<file path="src/rtl/myproject_acc_pkg.sv">
// Shared definitions for the accumulate-and-requantize block.
// Holds the default word widths, the default fractional shift and the
// encoding of the two-state control FSM.
package myproject_acc_pkg;

    localparam int DIN_WIDTH_DEF  = 26;
    localparam int ACC_WIDTH_DEF  = 32;
    localparam int DOUT_WIDTH_DEF = 16;
    localparam int FRAC_SHIFT_DEF = 10;

    // ST_ACC : collecting product terms
    // ST_HOLD: presenting a finished result downstream
    typedef enum logic {
        ST_ACC  = 1'b0,
        ST_HOLD = 1'b1
    } acc_state_t;

endpackage

</file>
<file path="src/rtl/myproject_acc_requant_sat.sv">
// Combinational requantizer: round-half-up and clip an accumulator value
// down to the output word.
// Ports:
//   acc_in : signed accumulator value (ACC_WIDTH bits)
//   q      : rounded, clipped result (DOUT_WIDTH bits, signed)
//   clip   : 1 when the rounded value fell outside the output range
module myproject_acc_requant_sat
    import myproject_acc_pkg::*;
#(
    parameter int ACC_WIDTH  = ACC_WIDTH_DEF,
    parameter int DOUT_WIDTH = DOUT_WIDTH_DEF,
    parameter int FRAC_SHIFT = FRAC_SHIFT_DEF
) (
    input  logic signed [ACC_WIDTH-1:0]  acc_in,
    output logic signed [DOUT_WIDTH-1:0] q,
    output logic                         clip
);

    // One extra bit of headroom so adding the half-LSB can never wrap.
    localparam logic signed [ACC_WIDTH:0] RND_HALF = (ACC_WIDTH+1)'(1) << (FRAC_SHIFT-1);
    localparam logic signed [ACC_WIDTH:0] OUT_MAX  =
        {{(ACC_WIDTH+2-DOUT_WIDTH){1'b0}}, {(DOUT_WIDTH-1){1'b1}}};
    localparam logic signed [ACC_WIDTH:0] OUT_MIN  =
        {{(ACC_WIDTH+2-DOUT_WIDTH){1'b1}}, {(DOUT_WIDTH-1){1'b0}}};

    logic signed [ACC_WIDTH:0] rnd;
    logic signed [ACC_WIDTH:0] shr;

    always_comb begin
        rnd  = {acc_in[ACC_WIDTH-1], acc_in} + RND_HALF;
        shr  = rnd >>> FRAC_SHIFT;
        q    = shr[DOUT_WIDTH-1:0];
        clip = 1'b0;
        if (shr > OUT_MAX) begin
            q    = OUT_MAX[DOUT_WIDTH-1:0];
            clip = 1'b1;
        end else if (shr < OUT_MIN) begin
            q    = OUT_MIN[DOUT_WIDTH-1:0];
            clip = 1'b1;
        end
    end

endmodule

</file>
<file path="src/rtl/myproject_acc_requant.sv">
// Dot-product accumulator with saturating add and requantized output.
// Terms stream in on din; the term flagged din_last closes the vector and
// its rounded/clipped sum is held on dout until downstream takes it.
// Ports:
//   ap_clk, ap_rst        : clock, asynchronous active-high reset
//   din/din_vld/din_last  : signed product term, valid, end-of-vector
//   din_rdy               : term accepted on this cycle's rising edge
//   dout/dout_vld/dout_ovf: result, valid, sticky overflow (acc or output)
//   dout_rdy              : downstream accepts dout
//
// Handshake: a transfer happens on a rising edge where valid and ready are
// both 1. Valid never depends on ready. din_rdy is 1 only while collecting
// terms; dout_vld is 1 only while holding a result, and dout/dout_ovf stay
// frozen until the edge that completes the output transfer.
module myproject_acc_requant
    import myproject_acc_pkg::*;
#(
    parameter int DIN_WIDTH  = DIN_WIDTH_DEF,
    parameter int ACC_WIDTH  = ACC_WIDTH_DEF,
    parameter int DOUT_WIDTH = DOUT_WIDTH_DEF,
    parameter int FRAC_SHIFT = FRAC_SHIFT_DEF
) (
    input  logic                         ap_clk,
    input  logic                         ap_rst,
    input  logic [DIN_WIDTH-1:0]         din,
    input  logic                         din_vld,
    input  logic                         din_last,
    output logic                         din_rdy,
    output logic [DOUT_WIDTH-1:0]        dout,
    output logic                         dout_vld,
    input  logic                         dout_rdy,
    output logic                         dout_ovf
);

    localparam logic signed [ACC_WIDTH-1:0] ACC_MAX = {1'b0, {(ACC_WIDTH-1){1'b1}}};
    localparam logic signed [ACC_WIDTH-1:0] ACC_MIN = {1'b1, {(ACC_WIDTH-1){1'b0}}};

    acc_state_t                  state, state_nxt;
    logic signed [ACC_WIDTH-1:0] acc;
    logic signed [ACC_WIDTH-1:0] acc_sat;
    logic signed [ACC_WIDTH:0]   sum_wide;
    logic                        acc_clip;
    logic                        ovf;
    logic                        accept;
    logic                        unload;
    logic signed [DOUT_WIDTH-1:0] q;
    logic                        q_clip;

    // Saturating add: sum in ACC_WIDTH+1 bits, the two top bits disagree
    // exactly when the true sum is outside the accumulator range.
    always_comb begin
        sum_wide = {acc[ACC_WIDTH-1], acc}
                 + {{(ACC_WIDTH+1-DIN_WIDTH){din[DIN_WIDTH-1]}}, din};
        acc_clip = sum_wide[ACC_WIDTH] != sum_wide[ACC_WIDTH-1];
        if (acc_clip)
            acc_sat = sum_wide[ACC_WIDTH] ? ACC_MIN : ACC_MAX;
        else
            acc_sat = sum_wide[ACC_WIDTH-1:0];
    end

    myproject_acc_requant_sat #(
        .ACC_WIDTH (ACC_WIDTH),
        .DOUT_WIDTH(DOUT_WIDTH),
        .FRAC_SHIFT(FRAC_SHIFT)
    ) u_sat (
        .acc_in(acc_sat),
        .q     (q),
        .clip  (q_clip)
    );

    always_ff @(posedge ap_clk or posedge ap_rst) begin
        if (ap_rst) state <= ST_ACC;
        else        state <= state_nxt;
    end

    always_comb begin
        state_nxt = state;
        din_rdy   = 1'b0;
        dout_vld  = 1'b0;
        accept    = 1'b0;
        unload    = 1'b0;
        case (state)
            ST_ACC: begin
                din_rdy = 1'b1;
                accept  = din_vld;
                if (din_vld && din_last) state_nxt = ST_HOLD;
            end
            ST_HOLD: begin
                dout_vld = 1'b1;
                unload   = dout_rdy;
                if (dout_rdy) state_nxt = ST_ACC;
            end
            default: state_nxt = ST_ACC;
        endcase
    end

    always_ff @(posedge ap_clk or posedge ap_rst) begin
        if (ap_rst) begin
            acc      <= '0;
            ovf      <= 1'b0;
            dout     <= '0;
            dout_ovf <= 1'b0;
        end else begin
            if (accept) begin
                ovf <= ovf | acc_clip;
                if (din_last) begin
                    // The closing term is folded in before requantizing.
                    dout     <= q;
                    dout_ovf <= ovf | acc_clip | q_clip;
                    acc      <= '0;
                end else begin
                    acc <= acc_sat;
                end
            end
            if (unload) ovf <= 1'b0;
        end
    end

endmodule

</file>
<file path="config.mk">
export PLATFORM = sky130hd
export DESIGN_NAME = myproject_acc_requant
export DESIGN_NICKNAME = d
export VERILOG_FILES = /design/src/rtl/myproject_acc_pkg.sv /design/src/rtl/myproject_acc_requant_sat.sv /design/src/rtl/myproject_acc_requant.sv
export SDC_FILE = /design/constraint.sdc
export NUM_CORES = 1
export LEC_CHECK = 0
export ABC_AREA = 1
export CAP_MARGIN = 20
export CELL_PAD_IN_SITES_DETAIL_PLACEMENT = 1
export CELL_PAD_IN_SITES_GLOBAL_PLACEMENT = 2
export CORE_ASPECT_RATIO = 0.7
export CORE_UTILIZATION = 32
export DETAILED_ROUTE_END_ITERATION = 6
export PLACE_DENSITY = 0.82
export SLEW_MARGIN = 20
export SYNTH_ARGS = -nofsm -noshare
export SYNTH_HDL_FRONTEND = slang
export SYNTH_SLANG_ARGS = --single-unit
</file>
<file path="constraint.sdc">
create_clock -name ap_clk -period 5.4 [get_ports ap_clk]
set_input_delay 1.08 -clock ap_clk [delete_from_list [all_inputs] [get_ports ap_clk]]
set_output_delay 1.08 -clock ap_clk [all_outputs]
set_load 0.02 [all_outputs]
</file>
==> metrics.md, run 1 <==
| Metric | Value |
|---|---|
| Via count of the first global-routing pass | `6198` |
| Wire length of the first global-routing pass | `33.6 mm` |
| CTS root buffer | `sky130_fd_sc_hd__clkbuf_16` |
| Sum of net half-perimeters after detailed placement | `17.9 mm` |
| Starting density of the core | `33.2%` |
| Total placed cells including tap cells | `1311` |
| CP max FO | `8` |
| Vias per inst | `4.79` |
| Vias | `6365` |
| Port bufs | `49` |
| Placeable core region | `0.0165 mm²` |
| Ports placed on the boundary | `50` |
| Distinct cell type count after synthesis | `37` |
| Slack of the worst reg-to-reg path | `0.94 ns` |
| Detailed-route wire length per cell | `16.6 µm` |
| Reg-to-Reg End | `dout_ovf` |
| Measured slew at the worst slew-check pin | `0.692 ns` |
| Worst reg2reg startpoint | `acc[12]` |
| First-pass iteration count of the detailed router | `4` |
| Worst hold stages | `2` |
| Post-detailed-route DRC marker count | `0` |
| Startpoint-to-endpoint class of the critical path | `in -> reg` |
| TritonCTS Sinks | `51` |
| Synthesized area per cell | `6.05 µm²` |
| Fraction of layout instances using a drive strength above 1 | `27.5%` |
| H-tree depth reported by CTS | `2` |
| Minimum clock period after layout | `5.13 ns` |
| Outcome | `complete, no violations` |
| Clock-pin slew on the worst setup and hold paths | `0.09 ns` |
| Cell area after technology mapping | `0.00549 mm²` |
| Number of nets with antenna violations after detailed routing | `0` |
| Count of synthesis-stage warnings from yosys | `0` |
| Cell with the largest stage delay on the worst path | `sky130_fd_sc_hd__clkdlybuf4s50_1` |
| Initial antenna violation count | `0` |
| Max Buffers Root-to-Sink | `2` |
| Height of the die | `112 µm` |
| Clk_skew | `0.0120 ns` |
| F_max | `195 MHz` |
| Least setup slack across all paths after layout | `0.266 ns` |
| Horiz. Die Dim | `159 µm` |
| Count of max-cap constraint violations | `0` |
| Count of cells along the worst register-to-register path | `32` |
| Ys flop type | `sky130_fd_sc_hd__dfrtp_1` |
| Antenna Diode Count | `0` |
| Count of buffering cells on the critical path with inverters included | `5` |
| Skew-Pair Late Insertion Delay | `0.33 ns` |
| Gate count of the mapped netlist | `907` |
| Category of the worst setup path launch point | `input pin` |
| Count of endpoints failing hold in the final timing report | `0` |
| Tot GR Track Use | `25.0%` |
| Pin count of the biggest net entering global routing | `52` |
| Worst min-delay path category | `reg -> reg` |
| Filler-free cell count of the finished design | `1329` |
| CTS tree | `yes` |
| Drt first-iter violations | `312` |
| Commonest non-fill, non-tap cell in the layout | `sky130_fd_sc_hd__nand2_1` |
| Final max-slew violation count | `0` |
| DP Worst Slack | `-0.391 ns` |
| Most frequent cells in the layout | `sky130_fd_sc_hd__nand2_1 (309), sky130_fd_sc_hd__buf_4 (150), sky130_fd_sc_hd__inv_1 (126)` |
| Final setup vio count | `0` |
| Worst relative slew slack | `53.9%` |
| Summed negative setup slack over all endpoints | `0 ns` |
| Number of synthesized register bits | `51` |
| Cell repeated most along the worst path | `sky130_fd_sc_hd__nand2_2` |
| Area of the die | `0.0177 mm²` |
| Global placement routability congestion | `0.884` |
| Asr flop ratio synth | `100%` |
| CP required | `5.63 ns` |
| Data arrival, critical path | `5.36 ns` |
| DRT Wirelength | `22.1 mm` |
| Clock buffers created by TritonCTS | `5` |
| Cell type group with the largest total delay on the critical path | `simple AND/OR/NAND/NOR gates` |
| Hold path endpoint | `acc[3]` |
| Post-layout net count | `1170` |
| Site row count | `39` |
| Total overflow reported by the global router | `0` |
| Top cell type by total area after synthesis | `sky130_fd_sc_hd__dfrtp_1` |
| Portion of the clock cycle consumed by the worst path in the final layout | `95.1%` |
| Fraction of post-synthesis cell area in the top cell type by area | `23.3%` |
| Kind of end point of the critical path | `register` |
| Mapped Nets | `974` |
| Critical Path Max Stage Delay | `0.45 ns` |
| Sequential area share after synthesis | `23.3%` |
| Number of enable-type register cells in the synthesized netlist | `0` |
| Area grow syn2layout | `46.3%` |
| Startpoint of the worst hold path | `acc[3]` |
| Cells taking the most area after synthesis | `sky130_fd_sc_hd__dfrtp_1 (23%), sky130_fd_sc_hd__nand2_1 (23%), sky130_fd_sc_hd__inv_1 (9.0%), sky130_fd_sc_hd__ha_1 (8.0%), sky130_fd_sc_hd__nand3_1 (6.8%)` |
-- logic make-up (layout without fill, tap and decap cells) --
logic type               Yosys count  count (layout)  synth area share, %
XOR/XNOR                          18              18                 2.87
buffers and inverters            158             355                 11.5
adder cells (fa/ha/maj)           36              36                 8.34
AND/OR/NAND/NOR                  546             546                 43.5
AO/OA/AOI/OAI                     98              98                 10.6
flip-flops                        51              51                 23.3
-- synthesized netlist by cell type (3+ instances only) --
cell type / n
sky130_fd_sc_hd__nand3_1: 75
sky130_fd_sc_hd__dfrtp_1: 51
sky130_fd_sc_hd__nand2_4: 3
sky130_fd_sc_hd__nand2_1: 331
sky130_fd_sc_hd__xor2_1: 11
sky130_fd_sc_hd__nand2_2: 14
sky130_fd_sc_hd__or2_2: 4
sky130_fd_sc_hd__inv_2: 11
sky130_fd_sc_hd__a21oi_1: 29
sky130_fd_sc_hd__and2_1: 4
sky130_fd_sc_hd__nor2_2: 8
sky130_fd_sc_hd__xnor2_1: 7
sky130_fd_sc_hd__o21ai_0: 43
sky130_fd_sc_hd__o21bai_1: 8
sky130_fd_sc_hd__nor2_1: 78
sky130_fd_sc_hd__nand3_2: 10
sky130_fd_sc_hd__clkbuf_1: 11
sky130_fd_sc_hd__nor2_4: 4
sky130_fd_sc_hd__inv_1: 131
sky130_fd_sc_hd__ha_1: 35
sky130_fd_sc_hd__a21oi_2: 12
sky130_fd_sc_hd__nand4_1: 6
-- through the flow --
step	utilization, %	hold WS [ns]	cell area, µm²
finish	48.5	0.501	8030
global route	48.5	0.528	8030
CTS	45.2	0.502	7470
detailed placement	44.1	0.483	7290
global placement	44.1	0.474	7290
floorplan	-	0.454	5490
-- layout make-up --
cell class	count	area, µm²
Inverter	143	537
Multi-Input combinational cell	698	4030
Tap cell	225	282
Sequential cell	51	1280
Clock buffer	5	125
Clock inverter	3	33.8
Fill cell	2200	8510
Timing Repair Buffer	204	1750
-- worst max path at each step --
| stage | cells after the start | from | to | slack [ns] |
|---|---|---|---|---|
| floorplan | 32 | din[7] | dout[0] | 0.03 |
| global placement | 28 | din[2] | dout[5] | -0.20 |
| detailed placement | 32 | din[14] | dout[7] | -0.39 |
| CTS | 36 | din[0] | dout[4] | 0.03 |
| global route | 35 | din[7] | dout_ovf | -0.08 |
| finish | 32 | din[7] | dout_ovf | 0.27 |
-- flip-flops by register name, summed over array words and instances, names as in the netlist --
signal / count
state: 1
ovf: 1
dout_ovf: 1
dout: 16
acc: 32
-- layer usage --
metal	GRT usage (%)	vias to the layer above	routed length (µm)
li1	-	3230	-
met1	40.0	3019	11900
met2	35.8	107	9200
met3	1.95	9	876
met4	4.81	0	159
met5	0	-	0
-- worst register-to-register path: cells and delay by family (launching register included) --
family | cells | cell delay, ns
compound gates | 5 | 0.61
fa+ha+maj | 2 | 0.55
buf+inv | 5 | 0.57
xor+xnor | 1 | 0.20
simple gates | 19 | 1.92
flops | 1 | 0.52
-- what timing repair did --
| action | CTS | global route |
|---|---|---|
| gates resized for setup | 3 | 94 |
| setup endpoints to repair | 14 | 16 |
| buffers inserted | 1 | 8 |
| hold buffers | 0 | 0 |
| gates cloned | 0 | 1 |
| pin swaps | 1 | 38 |
Power of run 1 is left out: the tool's default activity adds up to more than one toggle a clock period on the data nets, which glitch-free logic cannot reach.
==> inputs of run 2 (changes only) <==
TNS_END_PERCENT = 20   (was unset)
==> results of run 2 <==
Final layout, timing and power as in run 1 (identical DEF).
Power of run 2 is left out for the same reason.
==> inputs of run 3 (changes only) <==
SKIP_CTS_REPAIR_TIMING = 1   (was unset)
==> metrics.md, run 3 (same netlist as run 1, synthesis figures left out) <==
| Metric | Value |
|---|---|
| Worst relative slew slack | `54.0%` |
| Antenna Diode Count | `0` |
| Area of combinational cells with multiple inputs | `0.00403 mm²` |
| CP max FO | `8` |
| Total overflow reported by the global router | `0` |
| Commonest non-fill, non-tap cell in the layout | `sky130_fd_sc_hd__nand2_1` |
| Fraction of layout instances using a drive strength above 1 | `27.5%` |
| Most flop-heavy register | `acc` |
| Most frequent cells in the layout | `sky130_fd_sc_hd__nand2_1 (308), sky130_fd_sc_hd__buf_4 (151), sky130_fd_sc_hd__inv_1 (126)` |
| Skew-Pair Late Insertion Delay | `0.33 ns` |
| Tot GR Track Use | `24.9%` |
| Worst hold margin | `0.501 ns` |
| Site row count | `39` |
| Height of the die | `112 µm` |
| Initial antenna violation count | `0` |
| Horiz. Die Dim | `159 µm` |
| TritonCTS Sinks | `51` |
| CTS root buffer | `sky130_fd_sc_hd__clkbuf_16` |
| Count of endpoints failing hold in the final timing report | `0` |
| Minimum clock period after layout | `5.13 ns` |
| Data arrival, critical path | `5.36 ns` |
| Vias | `6362` |
| Global placement routability congestion | `0.884` |
| Port bufs | `49` |
| Number of inserted filler cells in the final layout | `2194` |
| Final setup vio count | `0` |
| Count of max-cap constraint violations | `0` |
| F_max | `195 MHz` |
| CTS tree | `yes` |
| Slack of the worst reg-to-reg path | `0.94 ns` |
| Final design area excluding fillers | `0.00804 mm²` |
| Area grow syn2layout | `46.5%` |
| Starting density of the core | `33.2%` |
| Pin count of the biggest net entering global routing | `52` |
| Clk_skew | `0.0112 ns` |
| Startpoint-to-endpoint class of the critical path | `in -> reg` |
| DRT Wirelength | `22.2 mm` |
| Outcome | `complete, no violations` |
| Cell with the largest stage delay on the worst path | `sky130_fd_sc_hd__clkdlybuf4s50_1` |
| Cell repeated most along the worst path | `sky130_fd_sc_hd__nand2_2` |
| Via count of the first global-routing pass | `6179` |
| Measured slew at the worst slew-check pin | `0.690 ns` |
| Max Buffers Root-to-Sink | `2` |
| CP required | `5.63 ns` |
| Largest registers | `acc: 32 flops, dout: 16 flops` |
| H-tree depth reported by CTS | `2` |
| Post-layout net count | `1171` |
| Placeable core region | `0.0165 mm²` |
| Area of the die | `0.0177 mm²` |
| Kind of end point of the critical path | `register` |
| Clock buffers created by TritonCTS | `5` |
| Post-DP Area | `0.00729 mm²` |
| Critical Path Max Stage Delay | `0.47 ns` |
| Max FFs per register | `32` |
| Detailed-route wire length per cell | `16.7 µm` |
| First-pass iteration count of the detailed router | `4` |
| Sum of net half-perimeters after detailed placement | `17.9 mm` |
| Ports placed on the boundary | `50` |
| Final max-slew violation count | `0` |
| Wire length of the first global-routing pass | `33.5 mm` |
| Clock-pin slew on the worst setup and hold paths | `0.09 ns` |
| Register area | `0.00128 mm²` |
| Number of nets with antenna violations after detailed routing | `0` |
| Post-detailed-route DRC marker count | `0` |
| Worst min-delay path category | `reg -> reg` |
| Portion of the clock cycle consumed by the worst path in the final layout | `95.1%` |
| Drt first-iter violations | `315` |
| Vias per inst | `4.78` |
| Category of the worst setup path launch point | `input pin` |
[run 3: cell types whose count changed in the layout (fill, tap and decap cells not counted)]
cell                      change
sky130_fd_sc_hd__buf_4        +1
sky130_fd_sc_hd__nor2_1       +1
sky130_fd_sc_hd__nor2_2       -1
sky130_fd_sc_hd__ha_1         +1
sky130_fd_sc_hd__ha_2         -2
sky130_fd_sc_hd__ha_4         +1
sky130_fd_sc_hd__nand2_2      +1
sky130_fd_sc_hd__nand2_1      -1
[run 3: final cells by class]
cell class / instances / share of cell area (%)
multi-input combinational: 698 / 50.2
timing repair buffer: 205 / 21.8
sequential: 51 / 15.9
inverter: 143 / 6.67
tap: 225 / 3.50
clock buffer: 5 / 1.56
clock inverter: 3 / 0.420
[run 3: worst paths after layout]
path	from	end	cells past startpoint
setup / recovery	din[0]	dout_ovf	37
hold / removal	acc[3]	acc[3]	2
setup reg to reg	acc[14]	dout_ovf	32
hold reg to reg	acc[3]	acc[3]	2
max in group asynchronous	ap_rst	acc[23]	3
min in group asynchronous	ap_rst	acc[3]	3
[run 3: per-stage QoR]
step | util (%) | setup WS, ns | TNS (ns) | instances
after CTS | 45.0 | -0.0424 | -0.411 | 1319
after global placement | 44.1 | -0.197 | -2.93 | 1311
final | 48.6 | 0.266 | 0 | 1330
after detailed placement | 44.1 | -0.391 | -5.83 | 1311
after floorplan | - | 0.0323 | 0 | 907
after global routing | 48.6 | -0.0608 | -0.767 | 1330
[run 3: worst max-delay path, delay by kind of cell]
kind	cells	cell delay (ns)
AND/OR/NAND/NOR	26	2.25
buffers and inverters	7	1.07
adder cells (fa/ha/maj)	4	0.94
[run 3: layer usage]
metal | vias to the layer above | routed length (µm) | GRT usage [%]
li1 | 3224 | - | -
met1 | 3024 | 11800 | 39.9
met2 | 105 | 9260 | 35.6
met3 | 9 | 980 | 1.95
met4 | 0 | 159 | 4.81
met5 | - | 0 | 0
Power of run 3 is left out for the same reason.
